**config.mk**
```make
export PLATFORM = sky130hd
export DESIGN_NAME = t_type_param_fifo
export DESIGN_NICKNAME = d
export VERILOG_FILES = /design/src/rtl/t_type_param_fifo.sv
export SDC_FILE = /design/constraint.sdc
export NUM_CORES = 1
export LEC_CHECK = 0
export CORE_ASPECT_RATIO = 1.1
export CORE_MARGIN = 2
export CORE_UTILIZATION = 52
export CTS_CLUSTER_DIAMETER = 40
export DETAILED_ROUTE_END_ITERATION = 7
export PLACE_DENSITY = 0.76
export SYNTH_ARGS = -nofsm -noshare
export SYNTH_HDL_FRONTEND = slang
export SYNTH_SLANG_ARGS = --single-unit
```
**constraint.sdc**
```tcl
create_clock -name clk -period 2.31 [get_ports clk]
set_clock_uncertainty 0.2 [all_clocks]
set_input_delay 0.231 -clock clk [delete_from_list [all_inputs] [get_ports clk]]
set_output_delay 0.231 -clock clk [all_outputs]
set_load 0.01 [all_outputs]
```
**src/rtl/t_type_param_fifo.sv**
```systemverilog
// Type-parameterised synchronous FIFO with valid/ready handshakes on both sides.
// Optional producer-contract checker (err port) enabled by T_TYPE_FIFO_CHECK_EN.
module t_type_param_fifo #(
    parameter type elem_t    = logic [7:0],
    parameter int  DEPTH     = 4,
    parameter int  AFULL_THR = DEPTH - 1
) (
    input  logic                       clk,
    input  logic                       rst_n,
    input  logic                       in_valid,
    output logic                       in_ready,
    input  elem_t                      in_data,
    output logic                       out_valid,
    input  logic                       out_ready,
    output elem_t                      out_data,
    output logic [$clog2(DEPTH):0]     count,
`ifdef T_TYPE_FIFO_CHECK_EN
    output logic                       err,
`endif
    output logic                       almost_full
);

    localparam int PW = $clog2(DEPTH);
    localparam int CW = PW + 1;

    elem_t         mem [DEPTH];
    logic [PW-1:0] wr_ptr;
    logic [PW-1:0] rd_ptr;
    logic          push;
    logic          pop;

    assign in_ready    = (count < CW'(DEPTH));
    assign out_valid   = (count != '0);
    assign almost_full = (count >= CW'(AFULL_THR));
    assign out_data    = out_valid ? mem[rd_ptr] : '0;

    assign push = in_valid & in_ready;
    assign pop  = out_valid & out_ready;

    // Storage is deliberately left out of reset; out_data is gated by out_valid.
    always_ff @(posedge clk) begin
        if (push) begin
            mem[wr_ptr] <= in_data;
        end
    end

    always_ff @(posedge clk or negedge rst_n) begin
        if (!rst_n) begin
            wr_ptr <= '0;
            rd_ptr <= '0;
            count  <= '0;
        end else begin
            if (push) begin
                wr_ptr <= wr_ptr + 1'b1;
            end
            if (pop) begin
                rd_ptr <= rd_ptr + 1'b1;
            end
            if (push && !pop) begin
                count <= count + 1'b1;
            end else if (pop && !push) begin
                count <= count - 1'b1;
            end
        end
    end

`ifdef T_TYPE_FIFO_CHECK_EN
    logic  pending;
    elem_t pending_data;
    logic  violation;

    // A push is pending when the producer offered data that was not accepted.
    assign violation = pending && (!in_valid || (in_data != pending_data));

    always_ff @(posedge clk or negedge rst_n) begin
        if (!rst_n) begin
            pending      <= 1'b0;
            pending_data <= '0;
            err          <= 1'b0;
        end else begin
            pending      <= in_valid & ~in_ready;
            pending_data <= in_data;
            if (violation) begin
                err <= 1'b1;
            end
        end
    end

`ifndef SYNTHESIS
    always_ff @(posedge clk) begin
        if (rst_n && violation && !err) begin
            $display("%%Error: t_type_param_fifo protocol");
            $stop;
        end
    end
`endif
`endif

endmodule

```
### Yosys cells after proc, flatten, opt, wreduce, memory -nomap -nowiden

Memory sizes are Yosys's and may differ from the RTL's.
Cells that the tools add are included.

* memories: 1
* register bits: 7
* output and inout bits: 14
* RAM bits: 32
* bits of input ports: 12
* word-level logic and storage cells: 23

* muxes and demuxes: 5
* magnitude comparators: 2
* add/sub/neg operators: 4
* bitwise gates (word level): 2
* reduce and logical (&&, ||, !) cells: 6

Memory list
* mem: depth 4, width 8, rd ports 1, clocked after memory_dff 0, wr ports 1, RTL line 26 `elem_t mem [DEPTH];`

Operators by type and width (number)
* 2-to-1 mux 8 bit: 1
* 2-to-1 mux 3 bit: 2
* adder 2 x 1 -> 2 bit, second input constant: 2
* adder 3 x 1 -> 3 bit, second input constant: 1
* >= comparator 3 x 2 -> 1 bit, second input constant: 1
* < comparator 3 bit, second input constant: 1
* nonzero test 3 bit: 1
* subtractor 3 x 1 -> 3 bit, second input constant: 1
* AND 1 bit: 2
* logical AND 1 bit: 2
* zero test 1 bit: 2
* 2-to-1 mux 1 bit: 2
* nonzero test 2 bit: 1

### Logic depth before layout (Yosys ltp)

Gate-level depths: netlist of the first run.

* depth in word-level cells: 6
* depth in mapped cells: 8
* gate-level depth less buffers: 8

### Worst setup path before layout of the first run

Ideal clock, no wire load.

* path kind: reg2reg
* start point: reg count[1]
* end point: reg count[2]
* stages on the path, launching flop included: 9
* path slack: 0.155 ns
* setup time: 0.080 ns
* period minus slack after synthesis: 2.155 ns
* arrival time: 1.875 ns
* data required time: 2.030 ns
* buffers on the path: 0
* cells stage by stage: dfrtp_1 -> or3_4 -> nand2_1 -> ha_1 -> inv_1 -> fa_1 -> xor2_1 -> nor2_1 -> xnor2_1

* cells in the longest elaborated chain, start to end: 5
* elaborated cells on any way between the ends: 13
* classes of those cells: add/sub: 2; order compare: 1; mux: 2; bitwise: 2; reduce/logical: 6

RTL lines
* start, declared: RTL line 16 `output logic [$clog2(DEPTH):0] count,`
* start signal, assigned: RTL line 60 `count <= count + 1'b1;`
* start signal, assigned: RTL line 62 `count <= count - 1'b1;`
* < comparator 3 bit / nonzero test 3 bit (equally long branches): RTL line 32, 33
* AND 1 bit, on equally long branches: RTL line 37, 38
* zero test 1 bit, on equally long branches: RTL line 61, 59
* logical AND 1 bit, on equally long branches: RTL line 61, 59
* nonzero test 2 bit (no line) / 2-to-1 mux 3 bit (equally long branches)

Several ways; a longest one is shown, not always the timed one. The select of a mux whose other input is x is not followed.
A chain may end at the register's enable or synchronous reset.

### Worst setup path in the final report of the first run

* start point: reg count[2]
* end point: out out_valid

* cells in the longest elaborated chain, start to end: 1

RTL lines
* nonzero test 3 bit: RTL line 33 `assign out_valid = (count != '0);`
* end, declared: RTL line 13 `output logic out_valid,`

No other way between the ends.

==> results.sh, run 1 <==
export IMPL_place_worst_setup_slack_ns=0.122
export IMPL_yosys_register_bits=39
export IMPL_met3WireLength_um=109
export IMPL_worst_slew_pin_transition_ns=0.429
export IMPL_power_sequential_fraction=0.423
export IMPL_synth_top_area_share=0.589
export IMPL_regToRegEndpoint="count[2]"
export IMPL_p_sw_w=0.000717
export IMPL_die_h_um=62.7
export IMPL_post_route_min_period_ns=2.22
export IMPL_grt_pass1_wl_mm=4.04
export IMPL_fillCellCount=223
export IMPL_wire_per_inst_um=15.4
export IMPL_worstRegToRegCells=8
export IMPL_dominantRegCellSynth="sky130_fd_sc_hd__edfxtp_1"
export IMPL_first_global_vias=848
export IMPL_dr_first_iter_drc_count=17
export IMPL_drive_gt1_frac=0.183
export IMPL_post_dp_cell_area_um2=1940
export IMPL_max_slew_margin=0.714
export IMPL_worst_r2r_startpoint="count[2]"
export IMPL_areaGrowthSynthToFinish_pct=23.3
export IMPL_antenna_cells=0
export IMPL_endpoint_kind="output pin"
export IMPL_power_combinational_fraction=0.444
export IMPL_synthesis_instances=89
export IMPL_postSynthNetCount=107
export IMPL_worst_path_max_delay_cell="sky130_fd_sc_hd__clkdlybuf4s50_1"
export IMPL_pin_count_of_the_biggest_net_entering_global_routing=12
export IMPL_worstHoldEndpoint="rd_ptr[1]"
export IMPL_clock_insertion_delay_worst_skew_ns=0.33
export IMPL_timing_reg2reg_setup_slack_ns=0.12
export IMPL_max_freq_mhz=450
export IMPL_drtPass1Iterations=4
export IMPL_cts_sink_count=39
export IMPL_routed_wl_met2_mm=1.32
export IMPL_cts_bufs_inserted=5
export IMPL_setup_worst_path_start_class="flop"
export IMPL_timing_setup_tns_ns=0
export IMPL_detailedPlacementHpwl_mm=1.80
export IMPL_gr_total_overflow=0
export IMPL_critPathBufInv=2
export IMPL_worst_endpoint_arrival_ns=1.79
export IMPL_synth_top_cells_by_area="sky130_fd_sc_hd__edfxtp_1, sky130_fd_sc_hd__mux4_2, sky130_fd_sc_hd__dfrtp_1"
export IMPL_synth_avg_cell_area_um2=18.3
export IMPL_clock_power_share=0.133
export IMPL_layout_worst_path_cycle_share=0.961
export IMPL_synth_most_common_cell="sky130_fd_sc_hd__edfxtp_1"
export IMPL_routed_via_density=5.14
export IMPL_cts_path_max_buffers=2
export IMPL_initial_utilization=0.540
export IMPL_irDropWorstVdd_mv=0.866
export IMPL_crit_type="reg2out"
export IMPL_crit_required_ns=1.88
export IMPL_drt_drc_violations_left=0
export IMPL_yosys_area_top_type="sky130_fd_sc_hd__edfxtp_1"
export IMPL_synth_cell_area_um2=1630
export IMPL_setup_ws_ns=0.0895
export IMPL_yosys_warnings=0
export IMPL_timing_critical_path_fanout_max=10
export IMPL_h_tree_depth=2
export IMPL_critPathLaunch="count[2]"
export IMPL_floorplan_die_area_um2=3600
export IMPL_routedLengthMet1_um=994
export IMPL_power_leakage_nw=0.726
export IMPL_worst_hold_path_class="in2reg"
export IMPL_slowest_delay_ns=0.48
export IMPL_path_clk_slew_ns=0.10
export IMPL_power_per_cell_area_nw_per_um2=1180
export IMPL_dieWidth_um=57.4
export IMPL_unrepaired_setup_endpoints_after_global_routing="no"
export IMPL_row_count=21
export IMPL_status="complete, no violations"
export IMPL_number_of_max_capacitance_violations_reported=0
export IMPL_power_share_switching=0.303
export IMPL_p_total_w=0.00237
export IMPL_synth_distinct_cells=19
export IMPL_drt_total_wl_mm=2.47
export IMPL_path_delay_family="buffers and inverters"
export IMPL_number_of_cells_on_the_worst_hold_path=3
export IMPL_globalRouteTotalUtil=0.159
export IMPL_final_hold_viol_count=0
export IMPL_seq_area_frac_synth=0.697
export IMPL_placeableCoreArea_um2=3020
export IMPL_post_synth_most_frequent_cells="sky130_fd_sc_hd__edfxtp_1, sky130_fd_sc_hd__and2_1, sky130_fd_sc_hd__mux4_2, sky130_fd_sc_hd__dfrtp_1"
export IMPL_critical_path_cell_chain="or3_4, buf_4, clkdlybuf4s50_1"
export IMPL_tritoncts="built"
export IMPL_timing_hold_worst_start="out_ready"
export IMPL_design_area_um2=2010
export IMPL_grt_antenna_before_repair=0
export IMPL_ys_async_sr_fraction=0.179
export IMPL_port_buffers=25
export IMPL_final_setup_violation_count=0
export IMPL_synth_edff_count=32
export IMPL_globalplace_congestion=0.818
export IMPL_report_final_slew_viol_count=0
export IMPL_design_final_nets=143
export IMPL_io_pins=26
export IMPL_vias=822
export IMPL_clock_tree_root="sky130_fd_sc_hd__clkbuf_4"
export IMPL_final_antenna_net_count=0
export IMPL_internal_power_w=0.00165
export IMPL_highest_layer="met4"
==> power groups by stage <==
stage          clock network, W  logic [W]  registers [W]
6_report               0.000316    0.00105        0.00100
5_1_grt                0.000361    0.00116        0.00102
4_1_cts                0.000327    0.00104        0.00100
3_5_place_dp                  0    0.00110        0.00102
3_3_place_gp                  0    0.00108        0.00101
2_1_floorplan                 0   0.000639       0.000999
==> metrics by stage <==
| stage | hold slack, ns | util | cells |
|---|---|---|---|
| after floorplan | -0.265 | - | 89 |
| after global placement | 0.312 | 0.641 | 150 |
| after detailed placement | 0.324 | 0.641 | 150 |
| after CTS | 0.298 | 0.660 | 159 |
| after global routing | 0.295 | 0.665 | 160 |
| final | 0.304 | 0.665 | 160 |
==> flip-flops by register name, indices dropped and copies added, names as in the netlist <==
register	count
count	3
wr_ptr	2
mem	32
rd_ptr	2
==> worst max path at each step <==
stage,end,slack [ns],depth (start not counted)
2_1_floorplan,count[2],0.15,8
3_3_place_gp,count[1],0.17,6
3_5_place_dp,count[2],0.12,8
4_1_cts,out_data[2],0.05,4
5_1_grt,out_valid,0.002,3
6_report,out_valid,0.09,3
==> placed cells by master, fill, tap and decap left out, drive strengths merged <==
master         count
and2              12
buf                7
clkbuf             8
clkdlybuf4s15      6
clkdlybuf4s50     17
dfrtp              7
dlygate4sd2        2
dlygate4sd3        1
edfxtp            32
fa                 1
ha                 5
inv                4
mux2               1
mux4               8
nand2              4
nand3              1
nor2               1
nor2b              1
o21ai              1
or3                1
xnor2              5
xor2               1
==> layout make-up <==
cell class                      count  area [um2]  area share
Clock buffer                        8        48.8      0.0243
Inverter                            4        15.0     0.00747
Multi-Input combinational cell     42         450       0.224
Sequential cell                    39        1140       0.565
Tap cell                           34        42.5      0.0212
Timing Repair Buffer               33         318       0.158
==> routing by layer <==
metal | global-route usage | vias to the layer above
met5 | 0 | -
met4 | 0.0785 | 0
met3 | 0.0642 | 4
met2 | 0.250 | 17
met1 | 0.186 | 406
li1 | - | 395
==> cell families (layout without fill, tap and decap cells) <==
kind of cell | count (synthesis) | after routing | share of synthesized area
flip-flops | 39 | 39 | 0.697
AND/OR/NAND/NOR | 20 | 20 | 0.0714
multiplexers | 9 | 9 | 0.117
buffers and inverters | 8 | 45 | 0.0284
adder cells (fa/ha/maj) | 6 | 6 | 0.0507
XOR/XNOR | 6 | 6 | 0.0322
AO/OA/AOI/OAI | 1 | 1 | 0.00307
==> worst min-delay path, stage by stage <==
cell and delay (ns):
sky130_fd_sc_hd__clkdlybuf4s50_1 0.42, sky130_fd_sc_hd__nand3_1 0.09, sky130_fd_sc_hd__xnor2_1 0.06
==> timing repair <==
item / CTS / global route
endpoints found under the setup margin: 8 / 7
hold buffers: 1 / 0
hold endpoints to repair: 7 / 0
resized for setup: 10 / 7
setup buffers: 0 / 1
Power figures use the tool's default switching activity.
==> run 2: changes to the inputs <==
Settings changed: CTS_CLUSTER_SIZE from default to 25, PLACE_DENSITY 0.76 to default, PLACE_DENSITY_LB_ADDON from default to 0.3, SLEW_MARGIN from default to 20.
==> results.sh, run 2 (same netlist as run 1, synthesis figures left out) <==
export IMPL_p_total_w=0.00262
export IMPL_wire_per_inst_um=16.6
export IMPL_design_final_nets=151
export IMPL_report_final_slew_viol_count=0
export IMPL_post_route_util=0.690
export IMPL_largest_reg_by_ff_count="mem"
export IMPL_layout_cells_non_filler=168
export IMPL_floorplan_die_area_um2=3600
export IMPL_drt_total_wl_mm=2.79
export IMPL_cts_bufs_inserted=5
export IMPL_gr_total_overflow=0
export IMPL_placeableCoreArea_um2=3020
export IMPL_final_hold_viol_count=0
export IMPL_fillCellCount=223
export IMPL_tritoncts="built"
export IMPL_final_setup_violation_count=0
export IMPL_power_leakage_nw=0.782
export IMPL_final_antenna_net_count=0
export IMPL_layout_commonest_cell="sky130_fd_sc_hd__edfxtp_1"
export IMPL_multi_input_area_um2=455
export IMPL_vias=892
export IMPL_max_slew_margin=0.703
export IMPL_crit_required_ns=1.88
export IMPL_port_buffers=25
export IMPL_worst_slew_pin_transition_ns=0.446
export IMPL_grt_pass1_wl_mm=4.51
export IMPL_detailedPlacementHpwl_mm=1.86
export IMPL_die_h_um=62.7
export IMPL_setup_worst_path_start_class="flop"
export IMPL_globalplace_congestion=0.675
export IMPL_status="complete, no violations"
export IMPL_grt_antenna_before_repair=0
export IMPL_endpoint_kind="output pin"
export IMPL_unrepaired_setup_endpoints_after_global_routing="yes"
export IMPL_power_per_cell_area_nw_per_um2=1250
export IMPL_dr_first_iter_drc_count=24
export IMPL_timing_critical_path_fanout_max=6
export IMPL_cts_path_max_buffers=2
export IMPL_first_global_vias=953
export IMPL_pin_count_of_the_biggest_net_entering_global_routing=13
export IMPL_layout_worst_path_cycle_share=0.971
export IMPL_largest_register_ffs=32
export IMPL_dieWidth_um=57.4
export IMPL_clock_tree_root="sky130_fd_sc_hd__clkbuf_4"
export IMPL_post_route_min_period_ns=2.24
export IMPL_globalRouteTotalUtil=0.179
export IMPL_clock_insertion_delay_worst_skew_ns=0.35
export IMPL_drtPass1Iterations=4
export IMPL_dp_cells=150
export IMPL_post_dp_cell_area_um2=1940
export IMPL_antenna_cells=0
export IMPL_drt_drc_violations_left=0
export IMPL_irDropWorstVdd_mv=0.873
export IMPL_sequential_cell_area_um2=1140
export IMPL_max_freq_mhz=446
export IMPL_areaGrowthSynthToFinish_pct=27.9
export IMPL_h_tree_depth=2
export IMPL_drive_gt1_frac=0.306
export IMPL_path_clk_slew_ns=0.11
export IMPL_routed_via_density=5.31
export IMPL_row_count=21
export IMPL_worst_endpoint_arrival_ns=1.81
export IMPL_initial_utilization=0.540
export IMPL_crit_type="reg2out"
export IMPL_worst_hold_path_class="in2reg"
export IMPL_final_cell_mix="sky130_fd_sc_hd__edfxtp_1, sky130_fd_sc_hd__clkdlybuf4s50_1, sky130_fd_sc_hd__buf_4, sky130_fd_sc_hd__and2_1, sky130_fd_sc_hd__mux4_2"
export IMPL_design_area_um2=2090
export IMPL_io_pins=26
export IMPL_number_of_max_capacitance_violations_reported=0
export IMPL_layout_top_registers="mem: 32 flops, count: 3 flops"
export IMPL_cts_sink_count=39
run 2: through the flow:
stage | hold WS (ns) | setup WS, ns | setup TNS, ns
5_1_grt | 0.305 | -0.0163 | -0.0456
4_1_cts | 0.306 | -0.0638 | -0.0870
2_1_floorplan | -0.265 | 0.155 | 0
3_5_place_dp | 0.326 | 0.0673 | 0
3_3_place_gp | 0.310 | 0.167 | 0
6_report | 0.317 | 0.0659 | 0
run 2: path summary, 6_finish.rpt:
kind | startpoint | to | slack (ns) | cells after the start
max in group asynchronous | rst_n | rd_ptr[1] | 1.14 | 2
worst max register to register | count[2] | count[2] | 0.08 | 8
worst max-delay path | rd_ptr[0] | out_data[7] | 0.07 | 5
worst min register to register | count[0] | count[0] | 0.40 | 2
min in group asynchronous | rst_n | count[2] | 0.49 | 2
worst min-delay path | in_data[3] | mem[2][3] | 0.32 | 1
run 2: critical path, cell delays in order (launching register included):
cell and delay, ns:
sky130_fd_sc_hd__dfrtp_1 0.39, sky130_fd_sc_hd__buf_6 0.13, sky130_fd_sc_hd__buf_4 0.11, sky130_fd_sc_hd__mux4_2 0.46, sky130_fd_sc_hd__and2_1 0.16, sky130_fd_sc_hd__clkdlybuf4s15_1 0.22
run 2: layout make-up:
cell class | count | share of cell area
inverter | 4 | 0.00720
sequential | 39 | 0.545
clock buffer | 5 | 0.0180
multi-input combinational | 42 | 0.218
clock inverter | 3 | 0.0186
timing repair buffer | 41 | 0.172
tap | 34 | 0.0204
run 2: where the power goes:
part	internal (W)	switching, W
combinational	0.000692	0.000481
sequential	0.000914	0.0000883
clock	0.000223	0.000218
run 2: what timing repair did:
action | in CTS | in global routing
hold buffers | 1 | 0
setup endpoints to repair | 8 | 6
endpoints found under the hold margin | 7 | 0
setup buffers | 2 | 7
pin swaps | 0 | 3
resized for setup | 13 | 15
run 2: routing by layer:
metal / wire [um] / vias to the layer above / GRT usage
met4: 59 / 0 / 0.0843
met1: 1050 / 447 / 0.207
met2: 1520 / 24 / 0.294
met5: 0 / - / 0
li1: - / 413 / -
met3: 157 / 8 / 0.0642
==> run 3: changes to the inputs <==
Settings changed: ABC_CLOCK_PERIOD_IN_PS from default to 2310, CORE_UTILIZATION 52 to 30.
==> results.sh, run 3 (same netlist as run 1, synthesis figures left out) <==
export IMPL_critical_path_cell_chain="buf_12, buf_4, mux4_2, and2_1, dlygate4sd2_1"
export IMPL_timing_critical_path_fanout_max=6
export IMPL_crit_type="reg2out"
export IMPL_drt_total_wl_mm=2.83
export IMPL_placeableCoreArea_um2=5330
export IMPL_final_setup_violation_count=0
export IMPL_antenna_cells=0
export IMPL_routed_via_density=4.17
export IMPL_gr_total_overflow=0
export IMPL_worst_path_max_delay_cell="sky130_fd_sc_hd__mux4_2"
export IMPL_dieWidth_um=74.3
export IMPL_h_tree_depth=2
export IMPL_power_leakage_nw=0.776
export IMPL_dr_first_iter_drc_count=30
export IMPL_initial_utilization=0.306
export IMPL_areaGrowthSynthToFinish_pct=31.2
export IMPL_first_global_vias=862
export IMPL_worst_hold_path_class="in2async"
export IMPL_p_sw_w=0.000772
export IMPL_cts_hold_repair_buffers=0
export IMPL_endpoint_kind="output pin"
export IMPL_cts_path_max_buffers=2
export IMPL_path_clk_slew_ns=0.07
export IMPL_wire_per_inst_um=13.7
export IMPL_drt_drc_violations_left=0
export IMPL_timing_setup_tns_ns=0
export IMPL_final_antenna_net_count=0
export IMPL_worst_endpoint_arrival_ns=1.81
export IMPL_power_share_switching=0.299
export IMPL_port_buffers=25
export IMPL_detailedPlacementHpwl_mm=1.93
export IMPL_layout_worst_path_cycle_share=0.971
export IMPL_pin_count_of_the_biggest_net_entering_global_routing=12
export IMPL_power_combinational_fraction=0.449
export IMPL_final_cell_mix="sky130_fd_sc_hd__edfxtp_1, sky130_fd_sc_hd__clkdlybuf4s50_1, sky130_fd_sc_hd__and2_1, sky130_fd_sc_hd__buf_4, sky130_fd_sc_hd__mux4_2"
export IMPL_design_final_nets=149
export IMPL_max_slew_margin=0.707
export IMPL_final_hold_viol_count=0
export IMPL_post_route_util=0.402
export IMPL_cts_sink_count=39
export IMPL_unrepaired_setup_endpoints_after_global_routing="no"
export IMPL_setup_worst_path_start_class="flop"
export IMPL_drtPass1Iterations=4
export IMPL_grt_antenna_before_repair=0
export IMPL_largest_register_ffs=32
export IMPL_status="complete, no violations"
export IMPL_internal_power_w=0.00181
export IMPL_floorplan_die_area_um2=6040
export IMPL_globalRouteTotalUtil=0.103
export IMPL_max_freq_mhz=446
export IMPL_die_h_um=81.3
export IMPL_report_final_slew_viol_count=0
export IMPL_layout_commonest_cell="sky130_fd_sc_hd__edfxtp_1"
export IMPL_number_of_max_capacitance_violations_reported=0
export IMPL_vias=860
export IMPL_slowest_delay_ns=0.47
export IMPL_layout_top_registers="mem: 32 flops, count: 3 flops"
export IMPL_cts_bufs_inserted=5
export IMPL_layout_cells_non_filler=206
export IMPL_clock_tree_root="sky130_fd_sc_hd__clkbuf_8"
export IMPL_clock_power_share=0.162
export IMPL_post_route_min_period_ns=2.24
export IMPL_globalplace_congestion=0.707
export IMPL_drive_gt1_frac=0.244
export IMPL_clock_insertion_delay_worst_skew_ns=0.28
export IMPL_io_pins=26
export IMPL_dp_cells=190
export IMPL_irDropWorstVdd_mv=0.578
export IMPL_p_total_w=0.00258
export IMPL_worst_slew_pin_transition_ns=0.440
export IMPL_power_sequential_fraction=0.390
export IMPL_crit_required_ns=1.88
export IMPL_row_count=28
export IMPL_grt_pass1_wl_mm=4.29
export IMPL_tritoncts="built"
export IMPL_power_per_cell_area_nw_per_um2=1210
export IMPL_largest_reg_by_ff_count="mem"
run 3: changes by cell type in the layout (fill, tap and decap cells not counted), moves of 2 or more:
cell,previous run,this run
sky130_fd_sc_hd__clkbuf_4,5,0
sky130_fd_sc_hd__clkbuf_2,4,0
sky130_fd_sc_hd__clkbuf_8,0,5
sky130_fd_sc_hd__buf_4,14,12
sky130_fd_sc_hd__dlygate4sd2_1,1,5
run 3: timing repair:
item / 4_1_cts / 5_1_grt
setup buffers: 4 / 5
pin swaps: 0 / 0
setup endpoints to repair: 8 / 6
resized for setup: 10 / 4
hold endpoints to repair: 0 / 0
run 3: final cells by class:
type | count | area [um2]
repair buffers | 39 | 365
clock buffers | 5 | 68.8
inverters | 4 | 15.0
clock inverters | 2 | 8.76
fillers | 515 | 3190
flip-flops and latches | 39 | 1140
multi-input cells | 42 | 450
well taps | 75 | 93.8
run 3: per-layer routing:
metal | vias to the layer above | track usage | part of all wire
met4 | 0 | 0.0429 | 0.0021
met3 | 2 | 0.0459 | 0.056
met1 | 429 | 0.110 | 0.41
met2 | 24 | 0.175 | 0.53
met5 | - | 0 | 0
li1 | 405 | - | -
run 3: worst paths after layout:
kind,from,to,slack [ns],cells past startpoint
max,rd_ptr[0],out_data[6],0.07,5
min,rst_n,count[1],0.01,1
max reg2reg,count[2],count[2],0.12,8
min reg2reg,count[0],count[0],0.40,2
max in group asynchronous,rst_n,rd_ptr[1],1.63,1
min in group clk,in_data[6],mem[1][6],0.39,1
run 3: worst max-delay path: cells and delay by family, from the launching register on:
kind | cells | cell delay [ns]
buffers and inverters | 3 | 0.52
AND/OR/NAND/NOR | 1 | 0.16
multiplexers | 1 | 0.47
flip-flops | 1 | 0.39
run 3: power groups by stage:
stage	registers, W	logic, W	clock network, W
after global routing	0.00102	0.00126	0.000469
after detailed placement	0.00103	0.00112	0
after CTS	0.00101	0.00111	0.000441
after global placement	0.00102	0.00109	0
after floorplan	0.000999	0.000639	0
final	0.00101	0.00116	0.000418
run 3: stage by stage:
step / cell area (um2) / hold WS [ns] / setup slack (ns)
finish: 2140 / 0.0118 / 0.0669
global route: 2140 / 0.0195 / 0.00384
CTS: 2100 / 0.0129 / 0.00950
detailed placement: 1990 / 0.326 / 0.0880
global placement: 1990 / 0.322 / 0.102
floorplan: 1630 / -0.265 / 0.155
==> RTL edit, RTL diff (config.mk and constraints of run 3) <==
The option `T_TYPE_FIFO_CHECK_EN` is turned on by a define.
--- a/src/rtl/t_type_param_fifo.sv
+++ b/src/rtl/t_type_param_fifo.sv
@@ -1,5 +1,7 @@
 // Type-parameterised synchronous FIFO with valid/ready handshakes on both sides.
 // Optional producer-contract checker (err port) enabled by T_TYPE_FIFO_CHECK_EN.
+`define T_TYPE_FIFO_CHECK_EN
+
 module t_type_param_fifo #(
     parameter type elem_t    = logic [7:0],
     parameter int  DEPTH     = 4,
Formal check against the unedited RTL (old outputs only; new: err): equivalent (Yosys induction, for registers that start in step).
==> RTL edit against run 3 <==
  * Final cell count rose by 16%
  * Total power rose by 16%
  * First-iteration DRC count rose to 3.8 times the old value
  * Setup slack improved by 0.021 ns
  * Final area rose by 20%
  * Area after synthesis rose by 22%
  * Fmax rose by 0.95%
  * Routed wire length rose by 28%
  * Sequential cell count rose by 10
  * Critical path type unchanged
  * Largest cell class unchanged
  * Largest power group is now registers
==> RTL edit: results (changes against run 3) <==
| Metric | Value |
|---|---|
| Outcome | `completed` |
| First-pass GRT wire length | `5.77 mm (+34%)` |
| Mean Syn Cell Area | `17.6 um2 (-4.1%)` |
| Placed cells | `228 (+20%)` |
| FFs w/ async S/R, synth | `34.7% (+17 points)` |
| Post-synthesis compound-gate area fraction | `0.567% (+0.26 points)` |
| Post-CTS setup buffers | `3 (-1)` |
| Placed cell areas | `2440 um2 (+22%)` |
| WP data arrival | `1.79 ns (-0.02 ns)` |
| Post-Synth Adder-Cell Area | `4.16% (-0.91 points)` |
| GR Util met2 | `18.8% (+1.3 points)` |
| Total GRT Usage | `11.2% (+0.91 points)` |
| Sw Ratio | `29.7% (-0.15 points)` |
| Signal buffers share of area | `15.2% (-1.8 points)` |
| Seq/Total Area, Yosys | `69.8% (+0.13 points)` |
| GP Congestion | `0.674 (-4.6%)` |
| Cell variety after synth | `23 (+4)` |
| Post-synthesis mux area share | `9.64% (-2.1 points)` |
| Multi-input combinational area share | `21.5% (+0.48 points)` |
| Clk cell area share | `4.63% (+1.0 points)` |
| Mapped Nets | `131 (+22%)` |
| Clock Latency Late Sink | `0.31 ns (+0.03 ns)` |
| Clock power frac | `21.1% (+4.9 points)` |
| DRT iter0 DRCs | `113 (+280%)` |
| Largest net degree at the start of global routing | `18 (+6)` |
| Logic gate share of total power | `39.3% (-5.6 points)` |
| Post-detailed-route via-to-cell ratio | `4.41 (+5.7%)` |
RTL edit: cell families (layout without fill, tap and decap cells):
family                     after synthesis  in the layout
xor gates and xnor gates                14             14
buffers and inverters                    8             52
and+or+nand+nor                         25             25
muxes                                    9              9
DFF                                     49             49
AOI/OAI and AO/OA                        2              2
adders and majority gates                6              6
RTL edit: worst max path at each step:
stage / startpoint / endpoint / slack [ns] / cells past startpoint
6_report: rd_ptr[0]$_DFFE_PN0P_ / out_data[5] / 0.09 / 5
2_1_floorplan: count[1]$_DFFE_PN0P_ / count[2]$_DFFE_PN0P_ / 0.14 / 8
5_1_grt: rd_ptr[0]$_DFFE_PN0P_ / out_data[7] / 0.006 / 5
3_5_place_dp: in_valid / count[2]$_DFFE_PN0P_ / 0.04 / 8
4_1_cts: rd_ptr[0]$_DFFE_PN0P_ / out_data[1] / 0.003 / 5
3_3_place_gp: in_valid / count[2]$_DFFE_PN0P_ / 0.08 / 8
